File: src/rtl/ex_mem_pkg.sv
`default_nettype none
// ============================================================================
// Module      : ex_mem_pkg
// Description : Shared constants and helpers for the multi-lane EX/MEM
//               pipeline register (kill-mask derivation, population count).
// Revision    : 1.0 - initial release
// ============================================================================
package ex_mem_pkg;

  localparam int MEMTOREG_W = 2;
  localparam int REGDST_W   = 2;

  // Helpers operate on a fixed maximum lane count; callers zero-extend.
  localparam int MAX_LANES  = 32;
  localparam int LCNT_W     = 6;

  // A lane is killed by its own flush bit or by a redirect in any older lane.
  function automatic logic [MAX_LANES-1:0] kill_mask_f(
    input logic [MAX_LANES-1:0] flush_lane,
    input logic [MAX_LANES-1:0] branch_kill
  );
    logic [MAX_LANES-1:0] mask;
    logic                 older_redirect;
    mask           = '0;
    older_redirect = 1'b0;
    for (int j = 0; j < MAX_LANES; j++) begin
      mask[j]        = flush_lane[j] | older_redirect;
      older_redirect = older_redirect | branch_kill[j];
    end
    return mask;
  endfunction

  // Number of set bits in a lane vector.
  function automatic logic [LCNT_W-1:0] popcount_f(input logic [MAX_LANES-1:0] bits);
    logic [LCNT_W-1:0] n;
    n = '0;
    for (int i = 0; i < MAX_LANES; i++) begin
      n = n + {{(LCNT_W-1){1'b0}}, bits[i]};
    end
    return n;
  endfunction

endpackage
`default_nettype wire

File: src/rtl/ex_mem_lane_pipe_sat_counter.sv
`default_nettype none
// ============================================================================
// Module      : sat_counter
// Description : Saturating accumulator with synchronous clear; adds a
//               variable amount per enabled cycle and sticks at all-ones.
// Revision    : 1.0 - initial release
// ============================================================================
module sat_counter
  import ex_mem_pkg::*;
#(
  parameter int CNT_W = 16,
  parameter int ADD_W = LCNT_W
) (
  input  logic             clk,
  input  logic             reset,
  input  logic             clr,
  input  logic             en,
  input  logic [ADD_W-1:0] add,
  output logic [CNT_W-1:0] count
);

  // One guard bit above the wider operand so the sum never overflows.
  localparam int SUM_W = ((CNT_W > ADD_W) ? CNT_W : ADD_W) + 1;

  logic [CNT_W-1:0] r_count;
  logic [SUM_W-1:0] w_cnt_ext;
  logic [SUM_W-1:0] w_add_ext;
  logic [SUM_W-1:0] w_max_ext;
  logic [SUM_W-1:0] w_sum;
  logic [CNT_W-1:0] w_next;

  // Widen operands and clamp the sum at the counter's maximum value.
  always_comb begin
    w_cnt_ext               = '0;
    w_cnt_ext[CNT_W-1:0]    = r_count;
    w_add_ext               = '0;
    w_add_ext[ADD_W-1:0]    = add;
    w_max_ext               = '0;
    w_max_ext[CNT_W-1:0]    = {CNT_W{1'b1}};
    w_sum                   = w_cnt_ext + w_add_ext;
    w_next                  = (w_sum > w_max_ext) ? {CNT_W{1'b1}} : w_sum[CNT_W-1:0];
  end

  // Clear wins over any same-cycle increment.
  always_ff @(posedge clk or negedge reset) begin
    if (!reset) begin
      r_count <= '0;
    end else if (clr) begin
      r_count <= '0;
    end else if (en) begin
      r_count <= w_next;
    end
  end

  assign count = r_count;

endmodule
`default_nettype wire

File: src/rtl/ex_mem_lane_pipe.sv
`default_nettype none
// ============================================================================
// Module      : ex_mem_lane_pipe
// Description : Multi-lane EX/MEM pipeline register with per-slot valid,
//               stall, per-lane / branch-ordered kill, global flush and
//               saturating retire/kill statistics. Lane 0 is oldest.
// Revision    : 1.0 - initial release
// ============================================================================
module ex_mem_lane_pipe
  import ex_mem_pkg::*;
#(
  parameter int LANES  = 2,
  parameter int DATA_W = 32,
  parameter int PC_W   = 8,
  parameter int REG_W  = 5,
  parameter int CNT_W  = 16
) (
  input  logic                        clk,
  input  logic                        reset,
  input  logic                        stall,
  input  logic                        flush_all,
  input  logic [LANES-1:0]            flush_lane,
  input  logic [LANES-1:0]            branch_kill,
  input  logic                        cnt_clr,
  input  logic [LANES-1:0]            valid_ex,
  input  logic [LANES-1:0]            mem_read_en_ex,
  input  logic [LANES-1:0]            mem_write_en_ex,
  input  logic [LANES-1:0]            reg_write_en_ex,
  input  logic [LANES*DATA_W-1:0]     alu_out_ex,
  input  logic [LANES*DATA_W-1:0]     store_data_ex,
  input  logic [LANES*REG_W-1:0]      dest_reg_ex,
  input  logic [LANES*PC_W-1:0]       pc_plus_ex,
  input  logic [LANES*MEMTOREG_W-1:0] mem_to_reg_ex,
  input  logic [LANES*REGDST_W-1:0]   reg_dst_ex,
  output logic [LANES-1:0]            valid_mem,
  output logic [LANES-1:0]            mem_read_en_mem,
  output logic [LANES-1:0]            mem_write_en_mem,
  output logic [LANES-1:0]            reg_write_en_mem,
  output logic [LANES*DATA_W-1:0]     alu_out_mem,
  output logic [LANES*DATA_W-1:0]     store_data_mem,
  output logic [LANES*REG_W-1:0]      dest_reg_mem,
  output logic [LANES*PC_W-1:0]       pc_plus_mem,
  output logic [LANES*MEMTOREG_W-1:0] mem_to_reg_mem,
  output logic [LANES*REGDST_W-1:0]   reg_dst_mem,
  output logic [CNT_W-1:0]            retired_cnt,
  output logic [CNT_W-1:0]            killed_cnt
);

  logic [MAX_LANES-1:0] w_flush_ext;
  logic [MAX_LANES-1:0] w_branch_ext;
  logic [MAX_LANES-1:0] w_valid_ext;
  logic [MAX_LANES-1:0] w_kill_full;
  logic                 w_unused_kill;
  logic [LANES-1:0]     w_kill;
  logic [LCNT_W-1:0]    w_retire_add;
  logic [LCNT_W-1:0]    w_kill_add;
  logic                 w_cnt_en;

  // Derive the kill mask and per-edge statistics increments.
  always_comb begin
    w_flush_ext              = '0;
    w_flush_ext[LANES-1:0]   = flush_lane;
    w_branch_ext             = '0;
    w_branch_ext[LANES-1:0]  = branch_kill;
    w_valid_ext              = '0;
    w_valid_ext[LANES-1:0]   = valid_ex;
    w_kill_full              = kill_mask_f(w_flush_ext, w_branch_ext);
    w_kill                   = w_kill_full[LANES-1:0];
    // Counters move on a flush or a normal load, never while stalled.
    w_cnt_en                 = flush_all | ~stall;
    if (flush_all) begin
      w_retire_add = '0;
      w_kill_add   = popcount_f(w_valid_ext);
    end else begin
      w_retire_add = popcount_f(w_valid_ext & ~w_kill_full);
      w_kill_add   = popcount_f(w_valid_ext & w_kill_full);
    end
  end

  // Upper mask bits beyond LANES are intentionally discarded.
  assign w_unused_kill = ^w_kill_full;

  for (genvar g = 0; g < LANES; g++) begin : g_lane
    logic                  r_valid;
    logic                  r_mem_read_en;
    logic                  r_mem_write_en;
    logic                  r_reg_write_en;
    logic [DATA_W-1:0]     r_alu_out;
    logic [DATA_W-1:0]     r_store_data;
    logic [REG_W-1:0]      r_dest_reg;
    logic [PC_W-1:0]       r_pc_plus;
    logic [MEMTOREG_W-1:0] r_mem_to_reg;
    logic [REGDST_W-1:0]   r_reg_dst;

    // Capture one issue slot, or load a bubble when flushed or killed.
    always_ff @(posedge clk or negedge reset) begin
      if (!reset) begin
        r_valid        <= 1'b0;
        r_mem_read_en  <= 1'b0;
        r_mem_write_en <= 1'b0;
        r_reg_write_en <= 1'b0;
        r_alu_out      <= '0;
        r_store_data   <= '0;
        r_dest_reg     <= '0;
        r_pc_plus      <= '0;
        r_mem_to_reg   <= '0;
        r_reg_dst      <= '0;
      end else if (flush_all || (!stall && w_kill[g])) begin
        r_valid        <= 1'b0;
        r_mem_read_en  <= 1'b0;
        r_mem_write_en <= 1'b0;
        r_reg_write_en <= 1'b0;
        r_alu_out      <= '0;
        r_store_data   <= '0;
        r_dest_reg     <= '0;
        r_pc_plus      <= '0;
        r_mem_to_reg   <= '0;
        r_reg_dst      <= '0;
      end else if (!stall) begin
        r_valid        <= valid_ex[g];
        r_mem_read_en  <= mem_read_en_ex[g];
        r_mem_write_en <= mem_write_en_ex[g];
        r_reg_write_en <= reg_write_en_ex[g];
        r_alu_out      <= alu_out_ex[g*DATA_W +: DATA_W];
        r_store_data   <= store_data_ex[g*DATA_W +: DATA_W];
        r_dest_reg     <= dest_reg_ex[g*REG_W +: REG_W];
        r_pc_plus      <= pc_plus_ex[g*PC_W +: PC_W];
        r_mem_to_reg   <= mem_to_reg_ex[g*MEMTOREG_W +: MEMTOREG_W];
        r_reg_dst      <= reg_dst_ex[g*REGDST_W +: REGDST_W];
      end
    end

    assign valid_mem[g]                                = r_valid;
    assign mem_read_en_mem[g]                          = r_mem_read_en;
    assign mem_write_en_mem[g]                         = r_mem_write_en;
    assign reg_write_en_mem[g]                         = r_reg_write_en;
    assign alu_out_mem[g*DATA_W +: DATA_W]             = r_alu_out;
    assign store_data_mem[g*DATA_W +: DATA_W]          = r_store_data;
    assign dest_reg_mem[g*REG_W +: REG_W]              = r_dest_reg;
    assign pc_plus_mem[g*PC_W +: PC_W]                 = r_pc_plus;
    assign mem_to_reg_mem[g*MEMTOREG_W +: MEMTOREG_W]  = r_mem_to_reg;
    assign reg_dst_mem[g*REGDST_W +: REGDST_W]         = r_reg_dst;
  end

  sat_counter #(
    .CNT_W (CNT_W),
    .ADD_W (LCNT_W)
  ) u_retired_cnt (
    .clk   (clk),
    .reset (reset),
    .clr   (cnt_clr),
    .en    (w_cnt_en),
    .add   (w_retire_add),
    .count (retired_cnt)
  );

  sat_counter #(
    .CNT_W (CNT_W),
    .ADD_W (LCNT_W)
  ) u_killed_cnt (
    .clk   (clk),
    .reset (reset),
    .clr   (cnt_clr),
    .en    (w_cnt_en),
    .add   (w_kill_add),
    .count (killed_cnt)
  );

endmodule
`default_nettype wire

File: config.mk
export PLATFORM = sky130hd
export DESIGN_NAME = ex_mem_lane_pipe
export DESIGN_NICKNAME = d
export VERILOG_FILES = /design/src/rtl/ex_mem_pkg.sv /design/src/rtl/ex_mem_lane_pipe_sat_counter.sv /design/src/rtl/ex_mem_lane_pipe.sv
export SDC_FILE = /design/constraint.sdc
export NUM_CORES = 1
export LEC_CHECK = 0
export BUFFER_PORTS_ARGS = -buffer_cell sky130_fd_sc_hd__buf_2
export CORE_MARGIN = 2
export CORE_UTILIZATION = 50
export CTS_CLUSTER_SIZE = 12
export DETAILED_ROUTE_END_ITERATION = 7
export PLACE_DENSITY_LB_ADDON = 0.2
export REMOVE_ABC_BUFFERS = 1
export SLEW_MARGIN = 20
export SYNTH_ARGS = -nofsm -noshare
export SYNTH_HDL_FRONTEND = slang
export SYNTH_HIERARCHICAL = 1
export SYNTH_SLANG_ARGS = --single-unit
File: constraint.sdc
create_clock -name clk -period 2.2 [get_ports clk]
set_input_delay 0.66 -clock clk [delete_from_list [all_inputs] [get_ports clk]]
set_output_delay 0.66 -clock clk [all_outputs]
set_load 0.02 [all_outputs]
* After elaboration in Yosys (flattened, before gate mapping)
Index checks and enable logic that the tools add are counted.
** Cells by class
- Add/subtract/negate cells :: 65
- Magnitude comparators :: 2
- Equality and inequality tests :: 2
- Muxes and demuxes :: 48
- Bitwise operators :: 7
- Reductions and logical operators :: 6
** Operator list (number)
- adder 6 x 1 -> 6 bit :: 52
- two-way mux 32 bit :: 8
- two-way mux 16 bit :: 6
- AND 2 x 32 -> 32 bit :: 2
- adder 16 x 6 -> 17 bit :: 2
- > comparator 17 x 16 -> 1 bit, second input constant :: 2
- two-way mux 8 bit :: 4
- NOT 32 bit :: 1
- two-way mux 5 bit :: 4
- two-way mux 1 bit :: 16
- two-way mux 2 bit :: 8
- adder 5 x 1 -> 6 bit :: 2
- two-way mux 6 bit :: 2
- adder 4 x 1 -> 5 bit :: 2
- adder 3 x 1 -> 4 bit :: 2
- adder 1 x 1 -> 2 bit :: 3
- adder 2 x 1 -> 3 bit :: 2
- inequality test 2 x 1 -> 1 bit, second input constant :: 2
- OR 1 bit :: 3
- logical AND 1 bit :: 2
- logical OR 1 bit :: 2
- nonzero test 2 bit :: 1
- zero test 1 bit :: 1
- NOT 1 bit :: 1
** Word-level totals
- Flip-flop bits (word level) :: 202
- Input bits :: 179
- Output and inout bits :: 202
- Word-level logic and storage cells :: 152

* Depth between registers and ports, before layout
Gate-level depths: netlist (run 1).
- Depth in word-level cells :: 40
- Mapped depth :: 13
- Gate-level depth less buffers :: 12

* Modules after synthesis
The synthesis (run 1) kept the hierarchy.
** Modules (own cells, without submodules)
- ex_mem_lane_pipe :: instances 1, cells an instance 785, area each 7893.8 µm², sequential area each 4254.1 µm²
- sat_counter :: instances 2, cells an instance 116, area each 1169.9 µm², sequential area each 400.4 µm²

* Least setup slack after synthesis (run 1)
No wires, ideal clock.
- Kind :: in2reg
- From :: input port branch_kill[0]
- To :: register u_retired_cnt.r_count[7], in the netlist u_retired_cnt/count[7]
- Library setup time :: 0.099 ns
- Data arrival time :: 3.009 ns
- Required time :: 2.101 ns
- Slack :: -0.908 ns
- Stages on the path :: 13
- Buffers on the path :: 1
- Path through :: clkbuf_1 > nor2_1 > and2_1 > ha_1 > nor2b_1 > ha_1 > inv_1 > fa_1 > nand2b_1 > a21oi_4 > o21bai_4 > and3_1 > a311oi_1
** On the way
- Cells in the longest elaborated chain, start to end :: 40
- Elaborated cells between the ends (all ways) :: 41
- Those cells by class :: 32 x add/sub; 1 x order compare; 4 x mux; 4 x bitwise
** RTL lines
- start, declared :: line ex_mem_lane_pipe.sv:23 : input logic [LANES-1:0] branch_kill,
- OR 1 bit :: line ex_mem_pkg.sv:27 : mask[j] = flush_lane[j] | older_redirect;
- NOT 32 bit (*) :: line ex_mem_lane_pipe.sv:75 : w_retire_add = popcount_f(w_valid_ext & ~w_kill_full);
- AND 2 x 32 -> 32 bit (*) :: line ex_mem_lane_pipe.sv:75
- adder 1 x 1 -> 2 bit :: line ex_mem_pkg.sv:38 : n = n + {{(LCNT_W-1){1'b0}}, bits[i]};
- adder 2 x 1 -> 3 bit :: line ex_mem_pkg.sv:38
- adder 3 x 1 -> 4 bit :: line ex_mem_pkg.sv:38
- adder 4 x 1 -> 5 bit :: line ex_mem_pkg.sv:38
- adder 5 x 1 -> 6 bit :: line ex_mem_pkg.sv:38
- adder 6 x 1 -> 6 bit (25 in series) :: line ex_mem_pkg.sv:38
- adder 6 x 1 -> 6 bit (*) :: line ex_mem_pkg.sv:38
- two-way mux 6 bit (*) :: line ex_mem_lane_pipe.sv:71 : if (flush_all) begin
- named net w_retire_add[0] :: line ex_mem_lane_pipe.sv:55 : logic [LCNT_W-1:0] w_retire_add;
- adder 16 x 6 -> 17 bit (*) :: line ex_mem_lane_pipe_sat_counter.sv:40 : w_sum = w_cnt_ext + w_add_ext;
- > comparator 17 x 16 -> 1 bit :: line ex_mem_lane_pipe_sat_counter.sv:41 : w_next = (w_sum > w_max_ext) ? {CNT_W{1'b1}} : w_sum[CNT_W-1:0];
- two-way mux 16 bit (*) :: line ex_mem_lane_pipe_sat_counter.sv:41
- two-way mux 16 bit (*) :: line ex_mem_lane_pipe_sat_counter.sv:50 : end else if (en) begin
- two-way mux 16 bit (*) :: line ex_mem_lane_pipe_sat_counter.sv:48 : end else if (clr) begin
- end signal, assigned :: line ex_mem_lane_pipe_sat_counter.sv:51 : r_count <= w_next;
- end, declared :: line ex_mem_lane_pipe_sat_counter.sv:25 : logic [CNT_W-1:0] r_count;
The timed path passes the listed nets; every way through them passes the cells marked *. The select of a mux whose other input is x is not followed.
A chain may end at the register's enable or synchronous reset.

* Worst setup path after layout (run 1)
- From :: input port branch_kill[0]
- To :: register u_retired_cnt.r_count[2], in the netlist u_retired_cnt/count[2]
The elaborated chain is that of the path after synthesis.

==> results of run 1 <==
cell usage after synthesis, types with 6 or more instances:
| cell type | instances |
|---|---|
| nor3_1 | 6 |
| nand4_1 | 6 |
| a311oi_1 | 14 |
| inv_1 | 12 |
| nand2b_1 | 9 |
| a21oi_1 | 180 |
| mux2i_1 | 6 |
| buf_6 | 7 |
| o2111ai_1 | 6 |
| or4b_1 | 85 |
| or3b_2 | 53 |
| and3_2 | 6 |
| clkbuf_1 | 52 |
| nand2_1 | 178 |
| xor2_1 | 6 |
| ha_1 | 15 |
| a211oi_1 | 6 |
| nor2_1 | 23 |
| and3_1 | 6 |
| buf_2 | 25 |
| a31oi_1 | 6 |
| dfrtp_1 | 202 |
| or3b_1 | 32 |
| buf_4 | 8 |
layout make-up:
type,count,area share (%)
sequential,202,37.2
antenna,10,0.184
multi-input combinational,709,36.3
inverter,12,0.332
tap,270,2.49
timing repair buffer,425,17.7
clock buffer,36,5.19
clock inverter,5,0.553
logic make-up after synthesis:
kind of cell               Yosys count
and+or+nand+nor                    430
xor gates and xnor gates             6
muxes                                8
adders and majority gates           17
other                                1
buffers and inverters              113
DFF                                202
AOI/OAI and AO/OA                  240
worst max-delay path: cells and delay by family:
kind / cells / cell delay, ns
AND/OR/NAND/NOR: 4 / 0.66
AO/OA/AOI/OAI: 3 / 0.56
buffers and inverters: 4 / 0.41
adder cells (fa/ha/maj): 3 / 0.64
timing repair:
action / in CTS / in global routing
setup buffers: 1 / 6
gates resized for setup: 33 / 33
setup endpoints to repair: 32 / 132
pin swaps: 26 / 19
path summary, 6_finish.rpt:
kind                                                 start                         end  slack [ns]  depth (start not counted)
worst max-delay path                        branch_kill[0]      u_retired_cnt/count[2]       -0.35                         14
worst min-delay path                                 reset     g_lane[1].r_alu_out[30]        0.14                          1
worst max register to register      u_retired_cnt/count[0]      u_retired_cnt/count[2]        0.13                          9
worst min register to register  g_lane[0].r_store_data[17]  g_lane[0].r_store_data[17]        0.52                          2
max in group asynchronous                            reset      g_lane[1].r_alu_out[2]        1.42                          2
min in group clk                                 flush_all           g_lane[1].r_valid        0.43                          2
stage by stage:
stage          instances  hold WS [ns]  total power (uW)
6_report            1669         0.137              9370
5_1_grt             1666         0.153              9740
4_1_cts             1653         0.145              9360
3_5_place_dp        1612         0.515              5380
3_3_place_gp        1612         0.513              5360
2_1_floorplan        923         0.364              4640
power by group through the flow:
stage / Combinational (uW) / Clock (uW) / Sequential (uW)
CTS: 1420 / 4000 / 3940
finish: 1500 / 3910 / 3950
detailed placement: 1370 / 0 / 4010
global placement: 1360 / 0 / 4010
global route: 1630 / 4140 / 3970
floorplan: 482 / 0 / 4160
metal layers:
layer  part of all wire (%)  vias to the layer above  track usage [%]
met5                  0.041                        -                0
met3                    6.4                       69             5.06
met1                     41                     4544             36.7
li1                       -                     4381                -
met4                    3.4                        2             9.52
met2                     49                      329             44.8
==> summary.txt, run 1 <==
Critical path
  – Worst-path maximum fanout: 6
  – Slowest stage delay, CP: between 0.3 and 0.4 ns
  – Worst endpoint data arrival time: between 2 and 3 ns
  – Critical path class: input port to flip-flop
  – Required @ worst endpoint: around 2.6 ns
  – Startpoint types: input port
  – Cell mode on critical path: buf_6
  – CP Cell Sequence: buf_6, nor2_4, and2_4, ha_4, nor2b_4, ha_2, inv_2, fa_2, nand2b_4, a21oi_4, buf_12, o21bai_4, buf_6, a311oi_1
  – Slowest cell on the critical path: fa_2
  – Crit. End Element: flip-flop

STA
  – Post-route clock period utilization: 116%
  – Final WS setup: -0.352 ns
  – Final setup skew: about 0.011 ns
  – RSZ-0062 raised after global routing: yes
  – Final setup fails: 32
  – Fin. Hold Viols: 0
  – Tmin final: between 2 and 3 ns
  – Slew Limit Headroom: around 48%
  – Worst-Margin Slew: about 0.8 ns
  – Fmax: between 300 and 400 MHz
  – Final Max Tran Viols: 0
  – Setup Total Neg Slack: -8.89 ns

Global route
  – Global route overflow: 0
  – Largest net degree at the start of global routing: between 100 and 150
  – Initial antenna violation count: 9
  – GRT Total Usage: around 27%
  – Vias in the first global route: between 8000 and 9000
  – First-pass GRT wire length: 47700 microns

Pwr
  – Seq pwr share: 42.2%
  – P_sw: 2520 uW
  – P_int: approximately 7000 uW
  – Net Sw Frac: roughly 27%
  – Clock share of power: between 40% and 50%
  – Peak VDD IR: 0.540 mV
  – Combinational share of power: around 16%
  – Leakage power: around 0.0066 uW
  – Cell Pwr Density: just under 700 nW/um^2

CTS
  – Clock buffer depth: 3
  – CTS Sinks: roughly 200
  – Post-CTS Hold Buffers: 0
  – Inserted Clock Buffers: 23
  – Clock-pin slew on the worst setup and hold paths: ~0.06 ns
  – CTS Root Cell: clkbuf_16
  – H-tree depth: 1
  – CTS tree: built
  – Skew-Pair Late Insertion Delay: around 0.50 ns

Drt
  – Routed wire per std cell: roughly 19 microns
  – Total wire length: ~32000 microns
  – Routed vias/inst: between 5 and 6
  – DR DRC count: 0
  – Post-route ant nets: 0
  – Drt pass-1 iters: 5
  – DR iter-0 viols: roughly 560
  – Via Count: 9325

Flow run
  – Max-cap viol count: 0

Cells and area
  – Util after Layout: approximately 67%
  – Reg area: roughly 5100 sq um
  – Multi-input logic area: around 4900 sq um
  – Fill count: 1626
  – Most common cell after layout, fill and taps aside: buf_2
  – Fin nets: roughly 1600
  – Area growth syn-to-layout: 32.7%
  – Most frequent cells in the layout: buf_2, dfrtp_1, a21oi_1, nand2_1, or4b_1
  – Final instance area: 13600 sq um
  – Top flop regs: g_lane.r_alu_out: 64 flops, g_lane.r_store_data: 64 flops
  – Ratio of cells with drive above 1 in the final layout: 42.1%

Place
  – Port bufs: 379
  – Pre-CTS setup slack: -1.25 ns
  – Final HPWL from detailed placement: approximately 21000 microns
  – Placed cell areas: approximately 12000 sq um
  – Final GP Congestion: about 0.84

Synthesis
  – Avg Cell Area, Syn: about 10 sq um
  – Synth area leader: dfrtp_1
  – Async S/R FF share, synth: 100%
  – Xor and xnor area share after synthesis: less than 1%
  – Register area share after synthesis: between 40 and 50%
  – Ys Warns: 6
  – EDFF count, synth: 0
  – Main combinational cell family by area after synthesis: simple AND/OR/NAND/NOR gates
  – Synth Area in Simple Gates: ~27%
  – Mapped Cells: about 1000
  – Synth cell types: 50
  – Post-synthesis mux area share: 0.807%
  – Yosys top cell area share: approximately half
  – Yosys reg bits: 202
  – Commonest register cell after synthesis: dfrtp_1
  – Adder-Cell Fraction of Synth Area: about 2.2%
  – Ranking of synthesized cells by area: dfrtp_1, a21oi_1, or4b_1
  – Post-Syn Area: 10200 sq um
  – Compound-Gate Fraction of Synth Area: between 10% and 20%

Floorplanning
  – Io pins: roughly 380
  – Die height: approximately 150 microns
  – Initial Utilization: between 50 and 60%
  – Die width: 147 microns
  – # rows: 52
  – Die Area: approximately 22000 sq um
  – Core ar.: between 20000 and 25000 sq um

Hold path
  – Class of the worst hold path: input port to async pin

Outcome
  – Failing checks: negative setup slack
  – Status: finished with violations
Power figures use the tool's default switching activity.
==> run 2, diff against run 1 <==
Settings changed: CAP_MARGIN set to 10, CELL_PAD_IN_SITES_DETAIL_PLACEMENT set to 1, CELL_PAD_IN_SITES_GLOBAL_PLACEMENT set to 2, CORE_UTILIZATION 50 to 30.
==> run 2 against run 1 <==
Net effect:
- the run still ends with negative setup slack left
- final area rose by 1.9%
- clock power increased by 10%
- total power up 4.4%
- first-iteration DRC count fell by 22%
- count of clock-buffer cells in the layout shrank 1
- register-to-register slack better by 0.07 ns
- combinational power barely moved
- largest power group is now the clock network
- highest routed layer unchanged
==> summary.txt, run 2 (synthesized netlist as in run 1, its figures left out) <==
Place
  – Final GP Congestion: 0.781 (was 0.841)
  – Placed cell areas: 12600 sq um (was 12400 sq um)
  – Pre-CTS setup slack: -1.05 ns (was -1.25 ns)
  – Port bufs: 379 (unchanged)
  – Final HPWL from detailed placement: 25000 microns (was 20900 microns)

Drt
  – Routed wire per std cell: 20.0 microns (was 18.9 microns)
  – DR iter-0 viols: 439 (was 561)
  – Drt pass-1 iters: 4 (was 5)
  – Post-route ant nets: 0 (unchanged)
  – Via Count: 9206 (was 9325)
  – DR DRC count: 0 (unchanged)
  – Total wire length: 37000 microns (was 31500 microns)
  – Routed vias/inst: 4.98 (was 5.59)

Cells and area
  – Fill count: 3901 (was 1626)
  – Fin nets: 1569 (unchanged)
  – Top flop regs: g_lane.r_alu_out: 64 flops, g_lane.r_store_data: 64 flops (unchanged)
  – Multi-input logic area: 4850 sq um (was 4930 sq um)
  – Most common cell after layout, fill and taps aside: buf_2 (unchanged)
  – Most frequent cells in the layout: buf_2, dfrtp_1, a21oi_1, nand2_1, or4b_1 (unchanged)
  – Final instance area: 13800 sq um (was 13600 sq um)
  – Reg area: 5050 sq um (unchanged)
  – Ratio of cells with drive above 1 in the final layout: 42.0% (was 42.1%)
  – Util after Layout: 41.3% (was 67.3%)
  – Area growth syn-to-layout: 35.3% (was 32.7%)

Floorplanning
  – Io pins: 381 (unchanged)
  – Die width: 189 microns (was 147 microns)
  – Core ar.: 33500 sq um (was 20200 sq um)
  – # rows: 67 (was 52)
  – Die Area: 35600 sq um (was 21600 sq um)
  – Die height: 189 microns (was 147 microns)
  – Initial Utilization: 30.5% (was 50.7%)

STA
  – Fin. Hold Viols: 0 (unchanged)
  – Final WS setup: -0.312 ns (was -0.352 ns)
  – Final setup fails: 32 (unchanged)
  – Worst-Margin Slew: 0.860 ns (was 0.782 ns)
  – Post-route clock period utilization: 114% (was 116%)
  – Final setup skew: 0.00851 ns (was 0.0110 ns)
  – Fmax: 398 MHz (was 392 MHz)
  – Setup Total Neg Slack: -7.49 ns (was -8.89 ns)
  – Tmin final: 2.51 ns (was 2.55 ns)
  – Slew Limit Headroom: 42.6% (was 47.9%)
  – Final Max Tran Viols: 0 (unchanged)
  – RSZ-0062 raised after global routing: yes (unchanged)

CTS
  – CTS tree: built (unchanged)
  – Inserted Clock Buffers: 26 (was 23)
  – Clock buffer depth: 3 (unchanged)
  – CTS Root Cell: clkbuf_16 (unchanged)
  – Skew-Pair Late Insertion Delay: 0.53 ns (was 0.50 ns)
  – Clock-pin slew on the worst setup and hold paths: 0.06 ns (about the same)
  – CTS Sinks: 202 (unchanged)
  – H-tree depth: 1 (unchanged)
  – Post-CTS Hold Buffers: 0 (unchanged)

Critical path
  – Required @ worst endpoint: 2.62 ns (was 2.60 ns)
  – Worst endpoint data arrival time: 2.93 ns (was 2.95 ns)
  – Startpoint types: input port (unchanged)
  – Worst-path maximum fanout: 6 (unchanged)
  – Crit. End Element: flip-flop (unchanged)
  – Critical path class: input port to flip-flop (unchanged)

Pwr
  – Cell Pwr Density: 706 nW/um^2 (was 690 nW/um^2)
  – Peak VDD IR: 0.518 mV (was 0.540 mV)
  – Leakage power: 0.00669 uW (was 0.00662 uW)

Global route
  – GRT Total Usage: 20.2% (was 27.3%)
  – Initial antenna violation count: 9 (unchanged)
  – Largest net degree at the start of global routing: 166 (was 101)
  – First-pass GRT wire length: 56500 microns (was 47700 microns)
  – Vias in the first global route: 9348 (was 8616)
  – Global route overflow: 0 (unchanged)

Flow run
  – Max-cap viol count: 0 (unchanged)

Hold path
  – Class of the worst hold path: input port to async pin (unchanged)

Outcome
  – Status: finished with violations (unchanged)
  – Failing checks: negative setup slack (unchanged)
-- run 2: routing by layer --
metal | share of wire (%) | global-route usage, % | vias up
li1 | - | - | 4377
met2 | 47 | 33.0 | 267
met1 | 44 | 26.7 | 4498
met3 | 6.3 | 4.43 | 58
met5 | 0.081 | 0 | -
met4 | 2.9 | 6.16 | 6
-- run 2: worst paths after layout --
| check | startpoint | endpoint | slack [ns] | cells past startpoint |
|---|---|---|---|---|
| worst min register to register | g_lane[0].r_store_data[9] | g_lane[0].r_store_data[9] | 0.52 | 2 |
| worst max-delay path | branch_kill[0] | u_retired_cnt/count[13] | -0.31 | 13 |
| min in group clk | store_data_ex[48] | g_lane[1].r_store_data[16] | 0.46 | 3 |
| worst min-delay path | reset | g_lane[1].r_alu_out[6] | 0.02 | 1 |
| max in group asynchronous | reset | g_lane[0].r_mem_read_en | 1.48 | 2 |
| worst max register to register | u_retired_cnt/count[0] | u_retired_cnt/count[13] | 0.20 | 8 |
-- run 2: repair_timing --
item / 4_1_cts / 5_1_grt
hold endpoints to repair: 0 / 0
resized for setup: 34 / 19
setup endpoints to repair: 32 / 32
setup buffers: 3 / 3
pin swaps: 28 / 20
-- run 2: area by class of cell --
cell class | instances | area share, %
diodes | 9 | 0.163
repair buffers | 422 | 17.6
well taps | 448 | 4.05
inverters | 12 | 0.325
clock inverters | 12 | 0.877
clock buffers | 35 | 5.45
flip-flops and latches | 202 | 36.5
multi-input cells | 709 | 35.0
-- run 2: worst max-delay path, cell delays in order --
cell and delay, ns:
buf_8 0.10, nor2_4 0.21, and2_4 0.20, ha_4 0.11
nor2b_4 0.12, ha_2 0.18, inv_2 0.04, fa_2 0.35
nand2b_4 0.16, a21oi_4 0.21, o21bai_4 0.12, and4_1 0.22
a211oi_1 0.24
-- run 2: where the power goes --
group          internal [uW]  switching [uW]
Clock                   2630            1690
Combinational            584             938
Sequential              3850            92.4
Total                   7060            2720
-- run 2: per-stage QoR --
stage,total power [uW],hold slack [ns],std cells
after floorplan,4640,0.364,923
after global placement,5440,0.512,1789
after detailed placement,5460,0.518,1789
after CTS,9920,0.00710,1838
after global routing,10300,0.0185,1845
final,9780,0.0241,1849
